## config.mk

```make
export PLATFORM = sky130hd
export DESIGN_NAME = pipe_hazard_ctrl
export DESIGN_NICKNAME = d
export VERILOG_FILES = /design/src/rtl/core_pkg.sv /design/src/rtl/pipe_hazard_ctrl_sat_counter.sv /design/src/rtl/pipe_hazard_ctrl.sv
export SDC_FILE = /design/constraint.sdc
export NUM_CORES = 1
export LEC_CHECK = 0
export BUFFER_PORTS_ARGS = -buffer_cell sky130_fd_sc_hd__buf_4
export CELL_PAD_IN_SITES_DETAIL_PLACEMENT = 2
export CELL_PAD_IN_SITES_GLOBAL_PLACEMENT = 2
export CORE_AREA = 2 2 70 121
export CTS_BUF_LIST = sky130_fd_sc_hd__clkbuf_16
export DETAILED_ROUTE_END_ITERATION = 6
export DIE_AREA = 0 0 72 123
export PLACE_DENSITY = 0.74
export RECOVER_POWER = 100
export SYNTH_ARGS = -nofsm -noshare
export SYNTH_HDL_FRONTEND = slang
export SYNTH_SLANG_ARGS = --single-unit
```

## constraint.sdc

```tcl
create_clock -name clk -period 2.14 [get_ports clk]
set_input_delay 0.428 -clock clk [delete_from_list [all_inputs] [get_ports clk]]
set_output_delay 0.428 -clock clk [all_outputs]
set_load 0.05 [all_outputs]
```

## src/rtl/core_pkg.sv

```systemverilog
// core_pkg
// Shared types and constants for the RV32I pipeline control blocks.
//   state_e   : pipeline sequencer states (HOLD / RUN / FREEZE)
//   REG_IDX_W : width of an architectural register index
package core_pkg;

  typedef enum logic [1:0] {
    HOLD   = 2'd0,
    RUN    = 2'd1,
    FREEZE = 2'd2
  } state_e;

  localparam int REG_IDX_W = 5;

endpackage

```

## src/rtl/pipe_hazard_ctrl_sat_counter.sv

```systemverilog
// sat_counter
// Up-counter that sticks at all-ones instead of wrapping.
//   clk, rst : clock, asynchronous active-low reset (clears q)
//   inc      : count up by one this cycle (ignored once saturated)
//   clr      : synchronous clear, wins over inc
//   q        : current count
module sat_counter #(
  parameter int W = 8
) (
  input  logic         clk,
  input  logic         rst,
  input  logic         inc,
  input  logic         clr,
  output logic [W-1:0] q
);

  logic [W-1:0] r_q;

  always_ff @(posedge clk or negedge rst) begin
    if (!rst) begin
      r_q <= '0;
    end else if (clr) begin
      r_q <= '0;
    end else if (inc && (r_q != {W{1'b1}})) begin
      r_q <= r_q + 1'b1;
    end
  end

  assign q = r_q;

endmodule

```

## src/rtl/pipe_hazard_ctrl.sv

```systemverilog
// pipe_hazard_ctrl
// Pipeline sequencer for the 5-stage core: reset hold, load-use stall,
// taken-branch flush, data-memory freeze, debug counters.
//   inputs : clk, rst (async active-low), id_valid, id_rs1, id_rs2, ex_rd,
//            ex_MemRead, branch_taken_ex, mem_busy
//   outputs: pc_en, ifid_en, ifid_flush, idex_en, idex_flush, exmem_en,
//            memwb_en, pipe_ready, stall_cnt, flush_cnt, freeze_timeout
//
// state  | meaning
// HOLD   | post-reset idle, pipe flushed, waiting for hold counter to hit 0
// RUN    | normal operation, hazard/branch controls from the inputs
// FREEZE | data memory busy, whole pipe held
module pipe_hazard_ctrl
  import core_pkg::*;
#(
  parameter int RESET_HOLD = 4,
  parameter int FREEZE_MAX = 255,
  parameter int CNT_W      = 16
) (
  input  logic                 clk,
  input  logic                 rst,
  input  logic                 id_valid,
  input  logic [REG_IDX_W-1:0] id_rs1,
  input  logic [REG_IDX_W-1:0] id_rs2,
  input  logic [REG_IDX_W-1:0] ex_rd,
  input  logic                 ex_MemRead,
  input  logic                 branch_taken_ex,
  input  logic                 mem_busy,
  output logic                 pc_en,
  output logic                 ifid_en,
  output logic                 ifid_flush,
  output logic                 idex_en,
  output logic                 idex_flush,
  output logic                 exmem_en,
  output logic                 memwb_en,
  output logic                 pipe_ready,
  output logic [CNT_W-1:0]     stall_cnt,
  output logic [CNT_W-1:0]     flush_cnt,
  output logic                 freeze_timeout
);

  localparam int HOLD_W = (RESET_HOLD > 1) ? $clog2(RESET_HOLD) : 1;
  localparam logic [HOLD_W-1:0] HOLD_INIT = HOLD_W'(RESET_HOLD - 1);
  // One spare count above FREEZE_MAX so the saturated value still exceeds it.
  localparam int FRZ_W = $clog2(FREEZE_MAX + 2);
  localparam logic [FRZ_W-1:0] FRZ_LIMIT = FRZ_W'(FREEZE_MAX);

  state_e            r_state;
  state_e            w_state_nxt;
  logic [HOLD_W-1:0] r_hold_cnt;
  logic              r_timeout;
  logic [FRZ_W-1:0]  w_frz_cnt;
  logic              w_frozen;
  logic              w_stall_inc;
  logic              w_flush_inc;
  logic              w_load_use;

  assign w_load_use = ex_MemRead && (ex_rd != '0) && id_valid &&
                      ((ex_rd == id_rs1) || (ex_rd == id_rs2));

  always_ff @(posedge clk or negedge rst) begin
    if (!rst) begin
      r_state    <= HOLD;
      r_hold_cnt <= HOLD_INIT;
      r_timeout  <= 1'b0;
    end else begin
      r_state <= w_state_nxt;
      if ((r_state == HOLD) && (r_hold_cnt != '0)) begin
        r_hold_cnt <= r_hold_cnt - 1'b1;
      end
      // Counter still holds the previous frozen-cycle count, so >= here means
      // this cycle is frozen cycle number FREEZE_MAX+1 or later.
      if (w_frozen && (w_frz_cnt >= FRZ_LIMIT)) begin
        r_timeout <= 1'b1;
      end
    end
  end

  always_comb begin
    w_state_nxt = r_state;
    pc_en       = 1'b0;
    ifid_en     = 1'b0;
    ifid_flush  = 1'b0;
    idex_en     = 1'b0;
    idex_flush  = 1'b0;
    exmem_en    = 1'b0;
    memwb_en    = 1'b0;
    w_frozen    = 1'b0;
    w_stall_inc = 1'b0;
    w_flush_inc = 1'b0;
    case (r_state)
      HOLD: begin
        ifid_flush = 1'b1;
        idex_flush = 1'b1;
        if (r_hold_cnt == '0) w_state_nxt = RUN;
      end
      // FREEZE with mem_busy low is its exit cycle and follows RUN rules,
      // so both states share the same decode.
      RUN, FREEZE: begin
        if (mem_busy) begin
          w_frozen    = 1'b1;
          w_state_nxt = FREEZE;
        end else begin
          w_state_nxt = RUN;
          idex_en     = 1'b1;
          exmem_en    = 1'b1;
          memwb_en    = 1'b1;
          if (branch_taken_ex) begin
            pc_en       = 1'b1;
            ifid_en     = 1'b1;
            ifid_flush  = 1'b1;
            idex_flush  = 1'b1;
            w_flush_inc = 1'b1;
          end else if (w_load_use) begin
            idex_flush  = 1'b1;
            w_stall_inc = 1'b1;
          end else begin
            pc_en   = 1'b1;
            ifid_en = 1'b1;
          end
        end
      end
      default: begin
        w_state_nxt = HOLD;
        ifid_flush  = 1'b1;
        idex_flush  = 1'b1;
      end
    endcase
  end

  sat_counter #(.W(CNT_W)) u_stall_cnt (
    .clk (clk),
    .rst (rst),
    .inc (w_stall_inc),
    .clr (1'b0),
    .q   (stall_cnt)
  );

  sat_counter #(.W(CNT_W)) u_flush_cnt (
    .clk (clk),
    .rst (rst),
    .inc (w_flush_inc),
    .clr (1'b0),
    .q   (flush_cnt)
  );

  sat_counter #(.W(FRZ_W)) u_frz_cnt (
    .clk (clk),
    .rst (rst),
    .inc (w_frozen),
    .clr (!w_frozen),
    .q   (w_frz_cnt)
  );

  assign pipe_ready     = (r_state != HOLD);
  assign freeze_timeout = r_timeout;

endmodule

```

==> reports/metrics.cfg, run 1 <==
[run_status]
status=completed

[placement]
pre_cts_ws_ps=8.21
place_hpwl_um=5350
dpl_cell_area_um2=3160
io_buffers=61
place_congestion=0.747

[logic_synthesis]
synthTopCellsByCount=dfrtp_1, xnor2_1, nand3_1
synth_edf_count=0
yosys.area_share.adder=0.0396
yosys-mux-area-fraction=0.0143
yosysSeqAreaShare=0.456
synth_most_common_cell=dfrtp_1
synth_area_leader_cell=dfrtp_1
synth_top_area_frac=0.435
synth_compound_area_frac=0.0663
ys_types=43
postSynthAreaPerCell_um2=10.2
yosys-top-cells-area=dfrtp_1, xnor2_1, nand3_1
synth_flop_cell=dfrtp_1
syn_inst=247
synthesis.area_um2=2530
syn-num-nets=276
ys_ff_latch=46
yosysWarnings=0
synth_top_family_by_area=simple AND/OR/NAND/NOR gates
async_flop_share=1.00
synth-simple-area-share=0.241
synth_xor_area_frac=0.152

[detailed_routing]
drtPass1Iterations=4
drtAntennaViolNets=0
vias=2133
wire_per_inst_um=17.3
wl_um=7140
viasPerCell=5.15
drt_iter0_drc=43
drc_errors=0

[sta]
setup-tns-final_ps=0
hold_viol_final=0
max-slew-margin-rel=0.203
fmax_mhz=488
fin_worst_skew_ps=5.15
setup_slack_ps=92.0
worstMarginPinSlew_ps=1190
min_period_over_period=0.957
slew_viol_final=0
layout_min_cycle_time_ps=2050
setup_viol=0
whs_ps=368

[layout]
n_fill_cell=914
final_util=0.410
final_cell_area_um2=3240
diodes=0
multiInputGateArea_um2=1340
nNetsFinal=352
drive_above_1_share=0.222
seq_area_um2=1160
synthToLayoutAreaGrowth_pct=28.2

[cts]
hold_buffers=0
htree_levels=2
cts-buffers-inserted=5
root_buffer=clkbuf_16
clock-sinks=46
cts_tree=yes
insertion_delay_ps=290
cts.clk_slew.worst_paths_ps=70
clk_path_buf_depth=2

[floorplanning]
initial_core_util=0.320
die_w_um=72
row_count=43
dieArea_um2=8860
die_y_um=123
fp.coreArea_um2=7910
pin_count=62

[worst_setup_path]
worstPathMaxFanout=5
reg2reg_from=u_frz_cnt.q[4]
end_kind=output port
crit_type=flip-flop to output port
crit_required_ps=1710
r2r-end=u_frz_cnt.q[5]
r2r_cells=8
setup.reg_to_reg.worst_slack_ps=150
startpoint_type=flip-flop
arrival_ps=1620

[global_routing]
grt_pass1_vias=2368
antenna_found_initial=0
grtUsageTotal=0.174
overflow=0
grt_max_degree=47
busiest_layer=met2
grt_pass1_wl_um=12000
use_met3=0.0244
grt_use_met1=0.194
grt_util_met2=0.331

[pwr]
ir_drop_v=0.000692
power_density_nw_per_um2=986
power_leakage_nw=1.38

[min_path]
min_path_type=primary input to asynchronous set/reset pin

[job]
max-cap-violations=0

## cells by family (layout without fill, tap and decap cells)
logic type / count (synthesis) / in the layout
AND/OR/NAND/NOR: 107 / 107
flip-flops: 46 / 46
XOR/XNOR: 44 / 44
AO/OA/AOI/OAI: 22 / 22
buffers and inverters: 17 / 94
adder cells (fa/ha/maj): 8 / 8
multiplexers: 3 / 3
## critical path, cell delays in order (launching register included)
cell     delay (ps)
dfrtp_1         360
inv_2            60
ha_4            270
buf_6           110
nor2b_4         140
o21a_1          190
buf_6           180
## final cells by class
| cell class | count | share of cell area |
|---|---|---|
| multi-input combinational | 184 | 0.414 |
| sequential | 46 | 0.356 |
| timing repair buffer | 74 | 0.138 |
| clock buffer | 5 | 0.0386 |
| tap | 90 | 0.0347 |
| inverter | 12 | 0.0139 |
| clock inverter | 3 | 0.00386 |
## layer usage
| layer | vias to the layer above | routed length [um] |
|---|---|---|
| li1 | 1006 | - |
| met1 | 1080 | 2760 |
| met2 | 40 | 4090 |
| met3 | 7 | 193 |
| met4 | 0 | 104 |
| met5 | - | 0 |
## worst max-delay path by stage
stage,end,startpoint,cells after the start
final,pc_en,r_state[1],6
after global placement,pc_en,ex_rd[1],7
after detailed placement,pc_en,ex_rd[1],7
after CTS,pc_en,r_state[0],6
after floorplan,pc_en,r_state[0],6
after global routing,pc_en,r_state[1],6
## placed cells by master (no fill, tap or decap), types with 4 or more instances in the layout
cell type / instances
nor4b_2: 4
dfrtp_1: 42
buf_4: 33
clkbuf_1: 34
buf_6: 6
ha_1: 6
xor2_1: 12
inv_1: 10
and3_1: 6
xnor2_1: 32
nand4_1: 13
o21ai_0: 5
clkbuf_16: 5
nand3_1: 23
nand2_1: 17
nor2_1: 19
## repair_timing
item | 4_1_cts | 5_1_grt
resized for setup | 6 | 11
cloned | 0 | 0
buffers inserted | 1 | 1
pin swaps | 0 | 1
setup endpoints to repair | 5 | 8
## through the flow
stage                     std cells  power [mW]
after floorplan                 247        1.96
after global placement          404        2.37
after global routing            414        3.39
after detailed placement        404        2.40
final                           414        3.20
after CTS                       413        3.23
## flip-flops by register name (all words and copies together), names as in the netlist
signal	cells
u_stall_cnt.q	16
u_frz_cnt.q	9
freeze_timeout	1
r_state	2
r_hold_cnt	2
u_flush_cnt.q	16
## power by group
group | switching (mW) | internal (mW)
logic | 0.920 | 0.459
registers | 0.0993 | 0.955
clock network | 0.343 | 0.423
total | 1.36 | 1.84
Power figures use the tool's default switching activity.
==> inputs of run 2 (changes only) <==
Settings changed: CTS_BUF_LIST sky130_fd_sc_hd__clkbuf_16 to sky130_fd_sc_hd__clkbuf_8 sky130_fd_sc_hd__clkbuf_16, RECOVER_POWER 100 to default.
==> run 2 against run 1 <==
Effect of this change: design area up 4.3%; count of clock-buffer cells in the layout up 1; final cell count unchanged; sequential share of layout area fell by 1.5 points; core utilization grew 1.8 points; register-to-register slack about the same; non-clock buffer count unchanged; sequential power about the same; critical path type unchanged.
==> reports/metrics.cfg, run 2 (synthesized netlist as in run 1, its figures left out) <==
[run_status]
status=completed

[placement]
pre_cts_ws_ps=8.21  ; unchanged
place_hpwl_um=5350  ; unchanged
place_congestion=0.747  ; unchanged
dpl_cell_area_um2=3160  ; unchanged
io_buffers=61  ; unchanged

[layout]
final_cell_area_um2=3380  ; +4.3%
diodes=0  ; unchanged
nNetsFinal=352  ; unchanged
drive_above_1_share=0.333  ; +0.111
synthToLayoutAreaGrowth_pct=33.7
layout_common_cells=buf_4, dfrtp_1, xnor2_1
final_common_cell=buf_4

[cts]
cts_tree=yes
clock-sinks=46  ; unchanged
htree_levels=2  ; unchanged
cts-buffers-inserted=5  ; unchanged
root_buffer=clkbuf_16
insertion_delay_ps=290  ; about the same
cts.clk_slew.worst_paths_ps=60  ; about the same
clk_path_buf_depth=2  ; unchanged

[worst_setup_path]
crit_type=flip-flop to output port
startpoint_type=flip-flop
cpPeakStageDelay_ps=360  ; about the same
cp_common_cell=buf_6
worstPathMaxFanout=5  ; unchanged
cpMaxStageDelayCell=dfrtp_1
crit_required_ps=1710  ; about the same
end_kind=output port
crit_chain=inv_2 -> ha_4 -> buf_6 -> nor2b_4 -> o21a_1 -> buf_6
arrival_ps=1620  ; about the same

[pwr]
ir_drop_v=0.000692  ; about the same
power_density_nw_per_um2=972  ; -1.4%
power_leakage_nw=1.53  ; +11%
internal_power_mw=1.93  ; +5.0%
clkPwrFrac=0.243  ; +0.003
pwr-share-comb=0.436  ; +0.005
p_switching_mw=1.36  ; about the same
switching_share=0.414  ; -0.0118
sequentialPowerShare=0.321  ; -0.009

[sta]
setup_slack_ps=96.1  ; +4.05 ps
setup_viol=0  ; unchanged
hold_viol_final=0  ; unchanged
min_period_over_period=0.955  ; -0.00189
fmax_mhz=489  ; +0.20%
max-slew-margin-rel=0.592  ; +0.389
fin_worst_skew_ps=5.99  ; +0.844 ps
layout_min_cycle_time_ps=2040  ; -4.05 ps
slew_viol_final=0  ; unchanged
worstMarginPinSlew_ps=611  ; -584 ps

[global_routing]
antenna_found_initial=0  ; unchanged
grt_max_degree=47  ; unchanged
grt_pass1_wl_um=12000  ; about the same
overflow=0  ; unchanged
grtUsageTotal=0.174  ; unchanged
grt_pass1_vias=2366  ; -0.084%

[detailed_routing]
wire_per_inst_um=17.3  ; +0.38%
vias=2148  ; +0.70%
drtPass1Iterations=2  ; -2
viasPerCell=5.19  ; +0.70%
drt_iter0_drc=44  ; +2.3%
drc_errors=0  ; unchanged
drtAntennaViolNets=0  ; unchanged
wl_um=7170  ; +0.38%

[floorplanning]
dieArea_um2=8860  ; unchanged
die_w_um=72  ; unchanged
fp.coreArea_um2=7910  ; unchanged
pin_count=62  ; unchanged
row_count=43  ; unchanged
initial_core_util=0.320  ; unchanged
die_y_um=123  ; unchanged

[job]
max-cap-violations=0  ; unchanged

[min_path]
min_path_type=primary input to asynchronous set/reset pin

==> run 2: path summary, 6_finish.rpt <==
path	start	end	slack, ps	cells after the start
max	r_state[1]	pc_en	100	6
min	rst	u_frz_cnt.q[2]	140	1
max reg2reg	u_frz_cnt.q[4]	u_frz_cnt.q[5]	150	8
min reg2reg	freeze_timeout	freeze_timeout	480	1
max in group asynchronous	rst	u_stall_cnt.q[0]	1540	1
min in group clk	freeze_timeout	freeze_timeout	480	1
==> run 2: area by class of cell <==
class | instances | area [um^2]
Timing Repair Buffer | 74 | 578
Multi-Input combinational cell | 184 | 1340
Inverter | 12 | 45.0
Tap cell | 90 | 113
Sequential cell | 46 | 1160
Clock buffer | 6 | 139
Fill cell | 873 | 4530
Clock inverter | 2 | 8.76
==> run 2: critical path: cells and delay by family, from the launching register on <==
family / cells / cell delay (ps)
buffers and inverters: 3 / 350
DFF: 1 / 360
adders and majority gates: 1 / 270
and+or+nand+nor: 1 / 140
AOI/OAI and AO/OA: 1 / 190
==> run 2: power groups by stage <==
stage	Clock (mW)	Combinational [mW]	Sequential, mW
after floorplan	0	0.732	1.22
after global placement	0	1.30	1.07
after global routing	0.849	1.55	1.08
final	0.801	1.43	1.06
after CTS	0.828	1.39	1.06
after detailed placement	0	1.32	1.07
==> run 2: metrics by stage <==
step / power [mW] / hold WS [ps] / instances / TNS (ps) / util
global route: 3.47 / 202 / 414 / -9.74 / 0.428
global placement: 2.37 / 463 / 404 / 0 / 0.399
detailed placement: 2.40 / 472 / 404 / 0 / 0.399
floorplan: 1.96 / 132 / 247 / -255 / -
CTS: 3.27 / 175 / 413 / 0 / 0.422
finish: 3.29 / 140 / 414 / 0 / 0.428
==> run 2: what timing repair did <==
action	in CTS	in global routing
hold endpoints to repair	0	0
hold buffers	0	0
gates resized for setup	6	11
endpoints found under the setup margin	5	8
buffers inserted	1	1
pin swaps	0	1
==> run 2: layer usage <==
metal | up-vias | GRT usage | part of all wire
met5 | - | 0 | 0
met4 | 0 | 0.0566 | 0.015
met3 | 7 | 0.0244 | 0.026
met2 | 40 | 0.332 | 0.57
met1 | 1093 | 0.194 | 0.39
li1 | 1008 | - | -
==> inputs of run 3 (changes only) <==
Settings changed: ABC_AREA from default to 1, CORE_AREA 2 2 70 121 to 2 2 75 131, DIE_AREA 0 0 72 123 to 0 0 77 133, HOLD_SLACK_MARGIN from default to 0.06, PLACE_DENSITY 0.74 to 0.73.
==> run 3 against run 2 <==
Effect of this change: synthesized area is 6.8% higher; worst hold slack better by 20 ps; critical path depth is 1 higher; die area is 16% higher; critical endpoint is now ifid_en; largest power group unchanged.
==> reports/metrics.cfg, run 3 <==
[min_path]
min_path_type=primary input to asynchronous set/reset pin

[sta]
max-slew-margin-rel=0.572  ; -0.0206
min_period_over_period=0.945  ; -0.0102
setup_viol=0  ; unchanged
hold_viol_final=0  ; unchanged
layout_min_cycle_time_ps=2020  ; -21.8 ps
whs_ps=160  ; +20.1 ps
slew_viol_final=0  ; unchanged
setup_slack_ps=118  ; +21.8 ps
fmax_mhz=495  ; +1.1%
worstMarginPinSlew_ps=642  ; +31.0 ps
fin_worst_skew_ps=6.77  ; +0.776 ps

[placement]
pre_cts_ws_ps=-6.98  ; -15.2 ps
place_hpwl_um=6540  ; +22%
io_buffers=61  ; unchanged
place_congestion=0.780  ; +4.3%

[logic_synthesis]
synth_top_area_frac=0.408  ; -0.0276
syn-num-nets=379  ; +37%
synth_edf_count=0  ; unchanged
postSynthAreaPerCell_um2=7.72  ; -25%
yosys-top-cells-area=dfrtp_1, nand2_1, inv_1
async_flop_share=1.00  ; unchanged
synth_area_leader_cell=dfrtp_1
ys_ff_latch=46  ; unchanged
synthTopCellsByCount=nand2_1, inv_1, dfrtp_1
synth_most_common_cell=nand2_1
yosysWarnings=0  ; unchanged
ys_types=29  ; -33%
synthesis.area_um2=2700  ; +6.8%
syn_inst=350  ; +42%
yosysSeqAreaShare=0.427  ; -0.0289
synth_flop_cell=dfrtp_1

[cts]
clk_path_buf_depth=2  ; unchanged
root_buffer=clkbuf_16
cts-buffers-inserted=5  ; unchanged
htree_levels=2  ; unchanged
insertion_delay_ps=290  ; about the same
cts_tree=yes
clock-sinks=46  ; unchanged
cts.clk_slew.worst_paths_ps=60  ; about the same
hold_buffers=0  ; unchanged

[global_routing]
grt_pass1_vias=2862  ; +21%
grtUsageTotal=0.174  ; -0.000398
overflow=0  ; unchanged
grt_pass1_wl_um=14200  ; +19%
antenna_found_initial=0  ; unchanged
grt_max_degree=47  ; unchanged

[worst_setup_path]
end_kind=output port
startpoint_type=flip-flop
cpMaxStageDelayCell=dfrtp_1
crit_type=flip-flop to output port
cpPeakStageDelay_ps=360  ; about the same
arrival_ps=1590  ; -30 ps
crit_chain=inv_1 -> ha_4 -> inv_1 -> nor2_4 -> nand2_1 -> inv_1 -> buf_4
critPathCapture=ifid_en
cp_common_cell=inv_1
cp-startpoint=r_state[0]
reg2reg_from=u_frz_cnt.q[0]
r2r_cells=8  ; unchanged
crit_required_ps=1710  ; about the same
worstPathMaxFanout=4  ; -1
critical_path.top_delay_family=buffers and inverters
r2r-end=u_frz_cnt.q[7]
cp.buffers_inverters=4  ; +1
setup.reg_to_reg.worst_slack_ps=210  ; +60 ps
cp.depth=7  ; +1

[floorplanning]
pin_count=62  ; unchanged
fp.coreArea_um2=9290  ; +17%
die_w_um=77  ; +6.9%
initial_core_util=0.291  ; -0.0292
die_y_um=133  ; +8.1%
dieArea_um2=10200  ; +16%
row_count=47  ; +9.3%

[detailed_routing]
drtAntennaViolNets=0  ; unchanged
drt_iter0_drc=56  ; +27%
drc_errors=0  ; unchanged
wire_per_inst_um=15.5  ; -10%
vias=2576  ; +20%
wl_um=8460  ; +18%
drtPass1Iterations=4  ; +2
viasPerCell=4.73  ; -8.9%

[layout]
final_common_cell=nand2_1
drive_above_1_share=0.241  ; -0.0922
synthToLayoutAreaGrowth_pct=30.4
layout_common_cells=nand2_1, buf_4, inv_1
final_util=0.379  ; -0.0486
nNetsFinal=451  ; +28%
diodes=0  ; unchanged

[pwr]
power_leakage_nw=1.80  ; +17%
finalPower_mw=3.15  ; -4.2%
power_density_nw_per_um2=895  ; -8.0%
ir_drop_v=0.000591  ; -15%

[run_status]
status=completed

[job]
max-cap-violations=0  ; unchanged

run 3: cell count changes after synthesis, sizes merged, moves of 4 or more:
cell and delta:
nor4 +4, nor2 +13, inv +40, nor3 +10, nand4 -11, a21oi +5, and3 -6, xnor2 -24
nor4b -4, nand2 +92
run 3: repair_timing:
| item | CTS | global route |
|---|---|---|
| gates cloned | 0 | 1 |
| pin swaps | 1 | 2 |
| buffers inserted | 1 | 2 |
| resized for setup | 0 | 4 |
| setup endpoints to repair | 2 | 20 |
run 3: worst min path at each step:
stage                              endpoint  cells past startpoint           start  slack [ps]
after CTS                  u_flush_cnt.q[5]                      1             rst         190
after global placement       freeze_timeout                      1  freeze_timeout         470
final                     u_stall_cnt.q[15]                      1             rst         160
after detailed placement     freeze_timeout                      1  freeze_timeout         470
after floorplan              freeze_timeout                      0             rst         130
after global routing      u_stall_cnt.q[15]                      1             rst         200
run 3: layout make-up:
cell class,instances,area [um^2]
clock buffer,5,125
fill,1128,5770
tap,122,153
clock inverter,3,37.5
sequential,46,1150
multi-input combinational,246,1320
timing repair buffer,71,537
inverter,52,195
run 3: power breakdown:
group          total, mW  leakage, nW  internal [mW]  switching (mW)
Clock              0.879       0.0864          0.543           0.335
Combinational       1.24         1.11          0.390           0.852
Sequential          1.03        0.598          0.947          0.0843
run 3: logic make-up after synthesis:
| kind of cell | synth area share |
|---|---|
| adder cells (fa/ha/maj) | 0.0371 |
| AND/OR/NAND/NOR | 0.336 |
| XOR/XNOR | 0.0648 |
| buffers and inverters | 0.0973 |
| flip-flops | 0.427 |
| AO/OA/AOI/OAI | 0.0380 |
run 3: metrics by stage:
step,cells,TNS [ps],instance area (um^2)
2_1_floorplan,350,-109,2710
3_3_place_gp,533,0,3300
3_5_place_dp,533,-6.98,3300
4_1_cts,542,-7.29,3470
5_1_grt,545,-3.55,3520
6_report,545,0,3520
run 3: routing by layer:
metal,global-route usage,vias up,wire length (um)
li1,-,1231,-
met1,0.178,1287,3080
met2,0.355,52,5000
met3,0.0252,6,278
met4,0.0446,0,98
met5,0,-,0
